## src/rtl/dump_control.sv

```systemverilog
// dump_control -- sequences the squeeze/output side of a Keccak core.
// It accepts squeezed rate blocks, loads them into the output buffer,
// drains the buffer word by word over a valid/ready port, and pulses done
// once the requested number of output bits has been produced.
// Optional feature: define DUMP_CONTROL_PREFETCH_EN to capture the next
// rate block while the current one is still being drained.
module dump_control #(
   // Mode code that selects the 1088-bit rate; every other mode uses 1344.
   parameter logic [1:0] SHAKE256_MODE_VEC = 2'b11
) (
   input  logic        clk,
   input  logic        rst,
   input  logic        start,
   input  logic [31:0] output_size,
   input  logic [1:0]  operation_mode,
   input  logic        block_valid,
   output logic        block_ready,
   input  logic        output_buffer_empty,
   output logic        intermediate_buffer_we,
   output logic        output_buffer_we,
   output logic        output_buffer_shift_en,
   output logic        output_counter_load,
   output logic        output_counter_rst,
   output logic        valid_bytes_reset,
   output logic        valid_bytes_enable,
   output logic        last_output_block,
   output logic [31:0] remaining_size,
   output logic        dout_valid,
   input  logic        dout_ready,
   output logic        busy,
   output logic        done
);

   typedef enum logic [2:0] {
      IDLE       = 3'd0,
      WAIT_BLOCK = 3'd1,
      LOAD       = 3'd2,
      DRAIN      = 3'd3,
      DONE       = 3'd4
   } state_t;

   state_t      state_q, state_d;
   logic [31:0] remaining_q, remaining_d;
   logic [1:0]  mode_q, mode_d;
   logic        inter_full_q, inter_full_d;
   logic        last_q, last_d;

   // Moore outputs are registered from the next state so they change
   // cleanly on the clock edge.
   logic        busy_q;
   logic        done_q;
   logic        dout_valid_q;
   logic        load_q;

   logic [31:0] rate;
   logic        last_now;
   logic        accept;
   logic        handshake;
   logic        job_start;
   logic        ready_int;

   assign rate      = (mode_q == SHAKE256_MODE_VEC) ? 32'd1088 : 32'd1344;
   assign last_now  = (remaining_q <= rate);
   assign accept    = block_valid && ready_int;
   assign handshake = dout_valid_q && dout_ready;
   // Gated by rst so nothing toggles while the block is held in reset.
   assign job_start = rst && (state_q == IDLE) && start && (output_size != 32'd0);

`ifdef DUMP_CONTROL_PREFETCH_EN
   // While draining a non-final block the intermediate buffer is free, so
   // the next block can be captured in parallel with the drain.
   assign ready_int = ((state_q == WAIT_BLOCK) && !inter_full_q) ||
                      ((state_q == DRAIN) && !inter_full_q && !last_q);
`else
   assign ready_int = (state_q == WAIT_BLOCK) && !inter_full_q;
`endif

   // Next-state and datapath-register update logic.
   always_comb begin
      state_d      = state_q;
      remaining_d  = remaining_q;
      mode_d       = mode_q;
      inter_full_d = inter_full_q | accept;
      last_d       = last_q;
      case (state_q)
         IDLE: begin
            if (start) begin
               if (output_size != 32'd0) begin
                  remaining_d = output_size;
                  mode_d      = operation_mode;
                  state_d     = WAIT_BLOCK;
               end else begin
                  state_d = DONE;
               end
            end
         end
         WAIT_BLOCK: begin
            if (inter_full_q || accept) begin
               state_d = LOAD;
            end
         end
         LOAD: begin
            // The intermediate buffer is copied into the output buffer here.
            inter_full_d = 1'b0;
            last_d       = last_now;
            remaining_d  = last_now ? 32'd0 : (remaining_q - rate);
            state_d      = DRAIN;
         end
         DRAIN: begin
            if (handshake && output_buffer_empty) begin
               last_d = 1'b0;
               if (last_q) begin
                  state_d = DONE;
               end else begin
`ifdef DUMP_CONTROL_PREFETCH_EN
                  state_d = (inter_full_q || accept) ? LOAD : WAIT_BLOCK;
`else
                  state_d = WAIT_BLOCK;
`endif
               end
            end
         end
         DONE: begin
            state_d = IDLE;
         end
         default: begin
            state_d = IDLE;
         end
      endcase
   end

   // State, job registers and registered Moore outputs.
   always_ff @(posedge clk or negedge rst) begin
      if (!rst) begin
         state_q      <= IDLE;
         remaining_q  <= 32'd0;
         mode_q       <= 2'b00;
         inter_full_q <= 1'b0;
         last_q       <= 1'b0;
         busy_q       <= 1'b0;
         done_q       <= 1'b0;
         dout_valid_q <= 1'b0;
         load_q       <= 1'b0;
      end else begin
         state_q      <= state_d;
         remaining_q  <= remaining_d;
         mode_q       <= mode_d;
         inter_full_q <= inter_full_d;
         last_q       <= last_d;
         busy_q       <= (state_d != IDLE);
         done_q       <= (state_d == DONE);
         dout_valid_q <= (state_d == DRAIN);
         load_q       <= (state_d == LOAD);
      end
   end

   assign block_ready            = ready_int;
   assign intermediate_buffer_we = accept;
   assign output_buffer_we       = load_q;
   assign output_counter_load    = load_q;
   assign valid_bytes_enable     = load_q;
   assign output_buffer_shift_en = handshake;
   assign output_counter_rst     = job_start;
   assign valid_bytes_reset      = job_start;
   // Visible while the block is loaded and held for the whole drain.
   assign last_output_block      = (state_q == LOAD) ? last_now
                                 : ((state_q == DRAIN) && last_q);
   assign remaining_size         = remaining_q;
   assign dout_valid             = dout_valid_q;
   assign busy                   = busy_q;
   assign done                   = done_q;

endmodule

```

## config.mk

```make
export PLATFORM = sky130hd
export DESIGN_NAME = dump_control
export DESIGN_NICKNAME = d
export VERILOG_FILES = /design/src/rtl/dump_control.sv
export SDC_FILE = /design/constraint.sdc
export NUM_CORES = 1
export LEC_CHECK = 0
export CORE_ASPECT_RATIO = 0.8
export CORE_UTILIZATION = 30
export CTS_BUF_LIST = sky130_fd_sc_hd__clkbuf_8 sky130_fd_sc_hd__clkbuf_16
export DETAILED_ROUTE_END_ITERATION = 7
export HOLD_SLACK_MARGIN = 0.12
export PLACE_DENSITY = 0.59
export SETUP_SLACK_MARGIN = 0.4
export SLEW_MARGIN = 30
export SYNTH_ARGS = -nofsm -noshare
export SYNTH_HDL_FRONTEND = slang
export SYNTH_SLANG_ARGS = --single-unit
```

## constraint.sdc

```tcl
create_clock -name clk -period 2.46 [get_ports clk]
set_input_delay 0.246 -clock clk [delete_from_list [all_inputs] [get_ports clk]]
set_output_delay 0.246 -clock clk [all_outputs]
set_load 0.03 [all_outputs]
```

Word-level counts from Yosys, hierarchy flattened
Cells that the tools add are included.
- bits in registers: 43
- bits in latches: 0
- memory bits (writable): 0
- memory bits (read-only): 0
- logic and storage cells: 55
- memories: 0
- add/sub/neg operators: 1
- $mul: 0
- divide/modulo/power cells: 0
- $lt $le $gt $ge: 1
- equal/unequal tests: 10
- shift-type cells: 0
- multiplexer cells: 15
- bitwise logic cells: 1
- reductions and logical operators: 18
- operator list (operator ; count):
    $mux W32 ; 3
    $pmux W32 S2 ; 1
    $le A32 B11 Y1 ; 1
    $reduce_bool A32 Y1 ; 1
    $sub A32 B11 Y32 ; 1
    $mux W3 ; 5
    $eq A3 B2 Y1 const B ; 4
    $pmux W3 S4 ; 1
    $mux W9 ; 1
    $logic_and A1 B1 Y1 ; 8
    $reduce_and A3 Y1 ; 2
    $ne A2 B2 Y1 const B ; 2
    $reduce_bool A2 Y1 ; 2
    $eq A3 B1 Y1 const B ; 1
    $eq A3 B3 Y1 const B ; 1
    $logic_not A3 Y1 ; 1
    $mux W1 ; 3
    $reduce_bool A3 Y1 ; 1
    $eq A2 B2 Y1 const B ; 1
    $ne A2 B1 Y1 const B ; 1
    $pmux W1 S2 ; 1
    $reduce_and A2 Y1 ; 1
    $logic_not A1 Y1 ; 1
    $logic_or A1 B1 Y1 ; 1
    $or A1 B1 Y1 ; 1

Logic depth before layout (Yosys ltp)
Gate-level depths: netlist (run 1).
- word-level depth: 7
- mapped depth: 9

Worst setup path before layout (run 1)
No wires, ideal clock.
- path kind: reg-to-output
- start point: reg remaining_q[26] (netlist: remaining_size[26])
- end point: out last_output_block
- arrival time: 2.540 ns
- required time: 2.214 ns
- path slack: -0.326 ns
- cell stages (with the launch flop): 6
- path buffers: 0
- cells stage by stage: dfrtp_1 or3_1 or4_1 nor2_1 nand2_1 o21ai_0
- longest elaborated chain between the ends: 2
- RTL lines (element ; line ; source):
    from (decl) ; 43 ; logic [31:0] remaining_q, remaining_d;
    from (signal assigned) ; 146 ; remaining_q <= remaining_d;
    $le A32 B11 Y1 ; 63 ; assign last_now = (remaining_q <= rate);
    $mux W1 ; 166 ; assign last_output_block = (state_q == LOAD) ? last_now
    to (decl) ; 26 ; output logic last_output_block,
Every way passes these cells.

Worst setup path after layout (run 1)
- start point: reg remaining_q[13] (netlist: remaining_size[13])
- end point: reg remaining_q[29] (netlist: remaining_size[29])
- longest elaborated chain between the ends: 3
- RTL lines (element ; line ; source):
    $sub A32 B11 Y32 or $le A32 B11 Y1 (tied branches) ; 106, 63 ;
    $mux W32 * ; 106 ; remaining_d = last_now ? 32'd0 : (remaining_q - rate);
    $pmux W32 S2 * ; 85 ; case (state_q)
Every way passes the cells marked *; elsewhere a longest branch is shown, timed or not.
A chain may end at the register's enable or synchronous reset.

==> results.json, run 1 <==
{
  "syn_nets": 309,
  "syn_inst": 266,
  "ff_latch_area_um2": 1090,
  "cp-start-kind": "register",
  "fin_ws_ps": -79.5,
  "cts-root-buf": "clkbuf_8",
  "final.fill_count": 668,
  "htree_levels": 2,
  "hold-worst-slack_ps": 103,
  "start_util_pct": 31.8,
  "cts.clk_slew.worst_paths_ps": 80,
  "synth_area_per_cell_um2": 9.09,
  "nNetsFinal": 455,
  "finalSetupViolCount": 1,
  "cp_max_fo": 2,
  "period_minus_slack_ps": 2540,
  "clock_sinks": 43,
  "postRouteWirelength_um": 9410,
  "die_w_um": 102,
  "grt_antenna_before_repair": 0,
  "drv_slew": 0,
  "hold_viol": 0,
  "drc": 0,
  "core_area_um2": 7600,
  "maxSlewHeadroom_pct": 62.6,
  "drt_iter0_markers": 144,
  "maxCapViolations": 0,
  "port_buffers": 83,
  "cp_data_arrival_time_ps": 2780,
  "synth_flop_cell": "dfrtp_1",
  "required_ps": 2700,
  "synth.area.top_cells": "dfrtp_1, o21ai_0, nor4_1",
  "gp_congestion": 0.862,
  "synthesis.area_um2": 2420,
  "yosysTopAreaCell": "dfrtp_1",
  "yosysUniqueCellTypes": 47,
  "synth-edff-count": 0,
  "p_leak_nw": 1.93,
  "fmax_ghz": 0.394,
  "synth_top_area_share_pct": 44.5,
  "hold_class": "input port to asynchronous set/reset pin",
  "ys_async_sr_fraction_pct": 100,
  "final_core_util_pct": 58.9,
  "dieArea_um2": 8420,
  "grt_max_degree": 44,
  "cts_max_path_buffers": 2,
  "num_io_pins": 84,
  "post_drt_wl_per_cell_um": 18.2,
  "peakVddDrop_mv": 0.662,
  "placementRows": 28,
  "vias_per_cell": 5.35,
  "die_h_um": 82.3,
  "grt_pass1_vias": 2666,
  "first_pass_iters": 4,
  "powerDensity_nw_per_um2": 1400,
  "rsz0062_at_grt": "true",
  "grt_pass1_wl_um": 13700,
  "ys_warn_count": 0,
  "crit_type": "register to register",
  "multi_input_comb_area_um2": 1680,
  "grtUsageTotal_pct": 21.7,
  "cts_buffers": 5,
  "dpl.hpwl_um": 6280,
  "drive_gt1_share_pct": 39.2,
  "end_kind": "register",
  "status": "finished with violations",
  "n_antenna_cell": 0,
  "ant_nets": 0,
  "via_count": 2771,
  "synth-seq-cells": 43,
  "worst_pin_slew_ps": 561,
  "cts_tree": "yes",
  "clk_latency_ps": 300,
  "ys_seq_area_share_pct": 44.5,
  "syn_to_final_growth_pct": 85.1,
  "min_period_over_period_pct": 103,
  "gr-total-overflow": 0,
  "violations": "negative setup slack",
  "clock_skew_ps": 2.57
}
[what timing repair did]
action	4_1_cts	5_1_grt
hold buffers	0	0
setup endpoints to repair	38	38
gates cloned	0	1
gates resized for setup	76	70
pin swaps	20	30
buffers inserted	13	9
[synth_stat cells (2+ instances only)]
cell type and number:
dfrtp_1 43, o21ai_0 26, nand2_1 23, nor2_1 20, nor4_1 16, a21oi_1 15
clkbuf_1 9, or4_1 7, xnor2_1 7, a221o_1 6, a22o_1 6, a22oi_1 6
nor3_1 6, o21a_1 6, nand2b_1 5, and2_1 4, and3_1 4, inv_1 4
or3_1 4, buf_2 3, buf_4 3, ha_1 3, nand3_1 3, o311ai_0 3
a21boi_0 2, nand4_1 2, nor2b_1 2, nor3b_1 2, nor4b_1 2, o211ai_1 2
o21ai_1 2, o22ai_1 2, o31ai_1 2, o41ai_1 2, or2_2 2
[cells by family (layout without fill, tap and decap cells)]
| logic type | count (synthesis) | in the layout | synth area share, % |
|---|---|---|---|
| flops | 43 | 43 | 44.5 |
| simple gates | 106 | 107 | 23.8 |
| fa+ha+maj | 3 | 3 | 1.55 |
| buf+inv | 20 | 166 | 3.73 |
| xor+xnor | 8 | 8 | 2.90 |
| compound gates | 86 | 86 | 23.6 |
[final cells by class]
| class | instances | share of cell area (%) |
|---|---|---|
| Timing Repair Buffer | 154 | 32.1 |
| Sequential cell | 43 | 24.4 |
| Tap cell | 105 | 2.94 |
| Inverter | 4 | 0.335 |
| Clock buffer | 6 | 1.85 |
| Multi-Input combinational cell | 204 | 37.6 |
| Clock inverter | 2 | 0.783 |
[power breakdown]
part	internal, W	switching [W]	leakage [nW]	total (W)
clock	0.000329	0.000256	0.0612	0.000584
combinational	0.00199	0.00231	1.34	0.00431
sequential	0.00103	0.000318	0.529	0.00135
total	0.00336	0.00289	1.93	0.00625
[stage by stage]
stage	setup TNS [ps]	cells	cell area (um2)	power, W	setup WS, ps
2_1_floorplan	-48.8	266	2460	0.00316	-48.8
3_3_place_gp	-318	487	3710	0.00461	-47.9
3_5_place_dp	-1240	487	3710	0.00463	-134
4_1_cts	0	508	4130	0.00562	20.8
5_1_grt	-101	518	4480	0.00659	-81.1
6_report	-79.5	518	4480	0.00625	-79.5
[registers in the layout, indices dropped and copies added, names as in the netlist]
register,count
output_buffer_we,1
state_q,3
done,1
remaining_size,32
dout_valid,1
mode_q,2
inter_full_q,1
last_q,1
busy,1
[cells in the final DEF (no fill, tap or decap), types with 3 or more instances in the layout]
master,instances
a21oi_2,5
a22oi_1,6
a221o_1,6
dlymetal6s2s_1,12
xnor2_1,7
nor4_4,6
clkbuf_2,3
nand2b_1,4
a21oi_1,10
clkbuf_8,6
nor3_1,3
nand2_1,20
o21a_1,5
clkdlybuf4s50_1,49
dlygate4sd2_1,12
buf_6,18
o21ai_2,8
inv_1,4
and3_1,4
buf_4,54
clkdlybuf4s15_1,3
nand3_1,3
dfrtp_2,11
or3_1,3
nor2_4,3
nor2_1,16
or4_4,6
o21ai_0,14
a22o_1,6
o21ai_1,6
nor4_2,7
dfrtp_1,32
nor4_1,3
[critical path: stages (launching register included)]
cell     delay (ps)
dfrtp_1         410
or4_4           560
or4_4           570
or3_4           380
buf_6           130
nor4_1          250
a221o_1         170
[metal layers]
| metal | GRT usage, % | vias to the layer above | wire length, um |
|---|---|---|---|
| met4 | 7.14 | 0 | 137 |
| met2 | 33.4 | 105 | 4320 |
| li1 | - | 1297 | - |
| met3 | 4.04 | 11 | 550 |
| met1 | 30.8 | 1358 | 4410 |
| met5 | 0 | - | 0 |
[path summary, 6_finish.rpt]
path,endpoint,start,slack (ps),cells after the start
setup / recovery,remaining_size[29]$_DFFE_PN0P_,remaining_size[13]$_DFFE_PN0P_,-80,6
max in group asynchronous,remaining_size[8]$_DFFE_PN0P_,rst,1940,2
hold reg to reg,mode_q[0]$_DFFE_PN0P_,mode_q[0]$_DFFE_PN0P_,490,2
hold / removal,remaining_size[17]$_DFFE_PN0P_,rst,100,2
min in group clk,remaining_size[18]$_DFFE_PN0P_,output_size[18],220,3
setup reg to reg,remaining_size[29]$_DFFE_PN0P_,remaining_size[13]$_DFFE_PN0P_,-80,6
No activity file was read; power rests on OpenSTA's default activity.
==> run 2: changes to the inputs <==
CORE_ASPECT_RATIO = not set   (was 0.8)
MAX_ROUTING_LAYER = met4   (was not set)
==> results.json, run 2 (synthesis results as in run 1) <==
{
  "status": "finished with violations",
  "violations": "negative setup slack",
  "grtUsageTotal_pct": 22.3,
  "peakVddDrop_mv": 0.675,
  "final_cell_mix": "clkdlybuf4s50_1, buf_4, dfrtp_1",
  "cts_max_path_buffers": 2,
  "rsz0062_at_grt": "true",
  "gr-total-overflow": 0,
  "clock_skew_ps": 7.31,
  "num_io_pins": 84,
  "grt_pass1_wl_um": 14200,
  "cts_tree": "yes",
  "start_util_pct": 31.1,
  "clk_latency_ps": 310,
  "fin_ws_ps": -0.779,
  "finalSetupViolCount": 1,
  "required_ps": 2660,
  "nNetsFinal": 458,
  "dieArea_um2": 8420,
  "cp_num_buf_inv": 0,
  "maxCapViolations": 0,
  "final_area_um2": 4520,
  "crit_slowest_cell": "or4_4",
  "port_buffers": 83,
  "drv_slew": 0,
  "worst_pin_slew_ps": 566,
  "final.fill_count": 683,
  "die_h_um": 91.8,
  "cpMostUsedCell": "or4_4",
  "grt_pass1_vias": 2803,
  "tns_ps": -0.779,
  "grt_antenna_before_repair": 0,
  "min_path_cells": 3,
  "drive_gt1_share_pct": 39.7,
  "gp_congestion": 0.881,
  "cts-root-buf": "clkbuf_8",
  "cp-start-kind": "register",
  "hold_class": "input port to register",
  "cp_data_arrival_time_ps": 2660,
  "period_minus_slack_ps": 2460,
  "grt_max_degree": 44,
  "powerDensity_nw_per_um2": 1410,
  "hold_viol": 0,
  "first_pass_iters": 5,
  "placementRows": 32,
  "cts.clk_slew.worst_paths_ps": 90,
  "drc": 0,
  "dp_slack_ps": -109,
  "min_period_over_period_pct": 100,
  "vias_per_cell": 5.44,
  "ant_nets": 0,
  "reg2reg_depth": 6,
  "post_drt_wl_per_cell_um": 17.8,
  "htree_levels": 2,
  "end_kind": "register",
  "largest_register_ffs": 32,
  "core_area_um2": 7770,
  "cts_buffers": 5,
  "cp.depth": 6,
  "crit_type": "register to register",
  "syn_to_final_growth_pct": 87.2,
  "p_leak_nw": 1.94,
  "die_w_um": 91.8,
  "hold-worst-slack_ps": 214,
  "maxSlewHeadroom_pct": 62.3,
  "fmax_ghz": 0.406,
  "cp_cell_sequence": "or4_4 -> or4_4 -> or3_4 -> nor2_2 -> o21ai_1 -> a221o_1",
  "slowest_delay_ps": 570,
  "via_count": 2819,
  "cp_max_fo": 3,
  "power_w": 0.00638,
  "layout_commonest_cell": "clkdlybuf4s50_1",
  "n_antenna_cell": 0,
  "clock_sinks": 43,
  "dpl.hpwl_um": 6150,
  "path_delay_family": "simple AND/OR/NAND/NOR gates",
  "dpl_cell_area_um2": 3670,
  "drt_iter0_markers": 159,
  "postRouteWirelength_um": 9230
}
==> run 2: timing repair <==
action / CTS / global route
endpoints found under the setup margin: 38 / 39
resized for setup: 76 / 73
pin swaps: 24 / 15
buffers inserted: 20 / 7
endpoints found under the hold margin: 43 / 0
cloned: 1 / 0
hold buffers: 1 / 0
==> run 2: through the flow <==
stage	instances	utilization, %
2_1_floorplan	266	-
3_3_place_gp	481	47.3
3_5_place_dp	481	47.3
4_1_cts	511	54.0
5_1_grt	518	58.2
6_report	518	58.2
==> run 2: final cells by class <==
| type | count | area, um2 | share of cell area (%) |
|---|---|---|---|
| multi-input combinational | 204 | 1690 | 37.4 |
| sequential | 43 | 1090 | 24.1 |
| timing repair buffer | 157 | 1490 | 32.8 |
| tap | 102 | 128 | 2.82 |
| clock inverter | 3 | 43.8 | 0.968 |
| inverter | 4 | 15.0 | 0.332 |
| clock buffer | 5 | 68.8 | 1.52 |
==> run 2: path summary, 6_finish.rpt <==
check                                                from                              to  slack [ps]
max                        remaining_size[24]$_DFFE_PN0P_  remaining_size[29]$_DFFE_PN0P_        -0.8
min                                       output_size[17]  remaining_size[17]$_DFFE_PN0P_         210
max reg2reg                remaining_size[24]$_DFFE_PN0P_  remaining_size[29]$_DFFE_PN0P_        -0.8
min reg2reg                         mode_q[1]$_DFFE_PN0P_           mode_q[1]$_DFFE_PN0P_         490
max in group asynchronous                             rst  remaining_size[26]$_DFFE_PN0P_        1410
min in group asynchronous                             rst  remaining_size[28]$_DFFE_PN0P_         620
==> run 2: layer usage <==
layer	part of all wire (%)	global-route usage, %	wire [um]
met5	0	-	0
met1	44	28.8	4070
met4	1.7	7.81	153
met3	4.4	3.15	402
met2	50	36.1	4610
==> run 2: worst register-to-register path, stage by stage (launching register included) <==
cell and delay [ps]:
dfrtp_1 410, or4_4 570, or4_4 550, or3_4 360
nor2_2 90, o21ai_1 60, a221o_1 310
==> run 2: power breakdown <==
group          leakage (nW)  internal [W]  switching [W]
clock                0.0581      0.000303       0.000271
combinational          1.35       0.00213        0.00229
sequential            0.529       0.00103       0.000347
total                  1.94       0.00347        0.00291
==> run 3: changes to the inputs <==
SLEW_MARGIN = not set   (was 30)
==> results of run 3 <==
Final layout, timing and power as in run 2 (identical DEF).
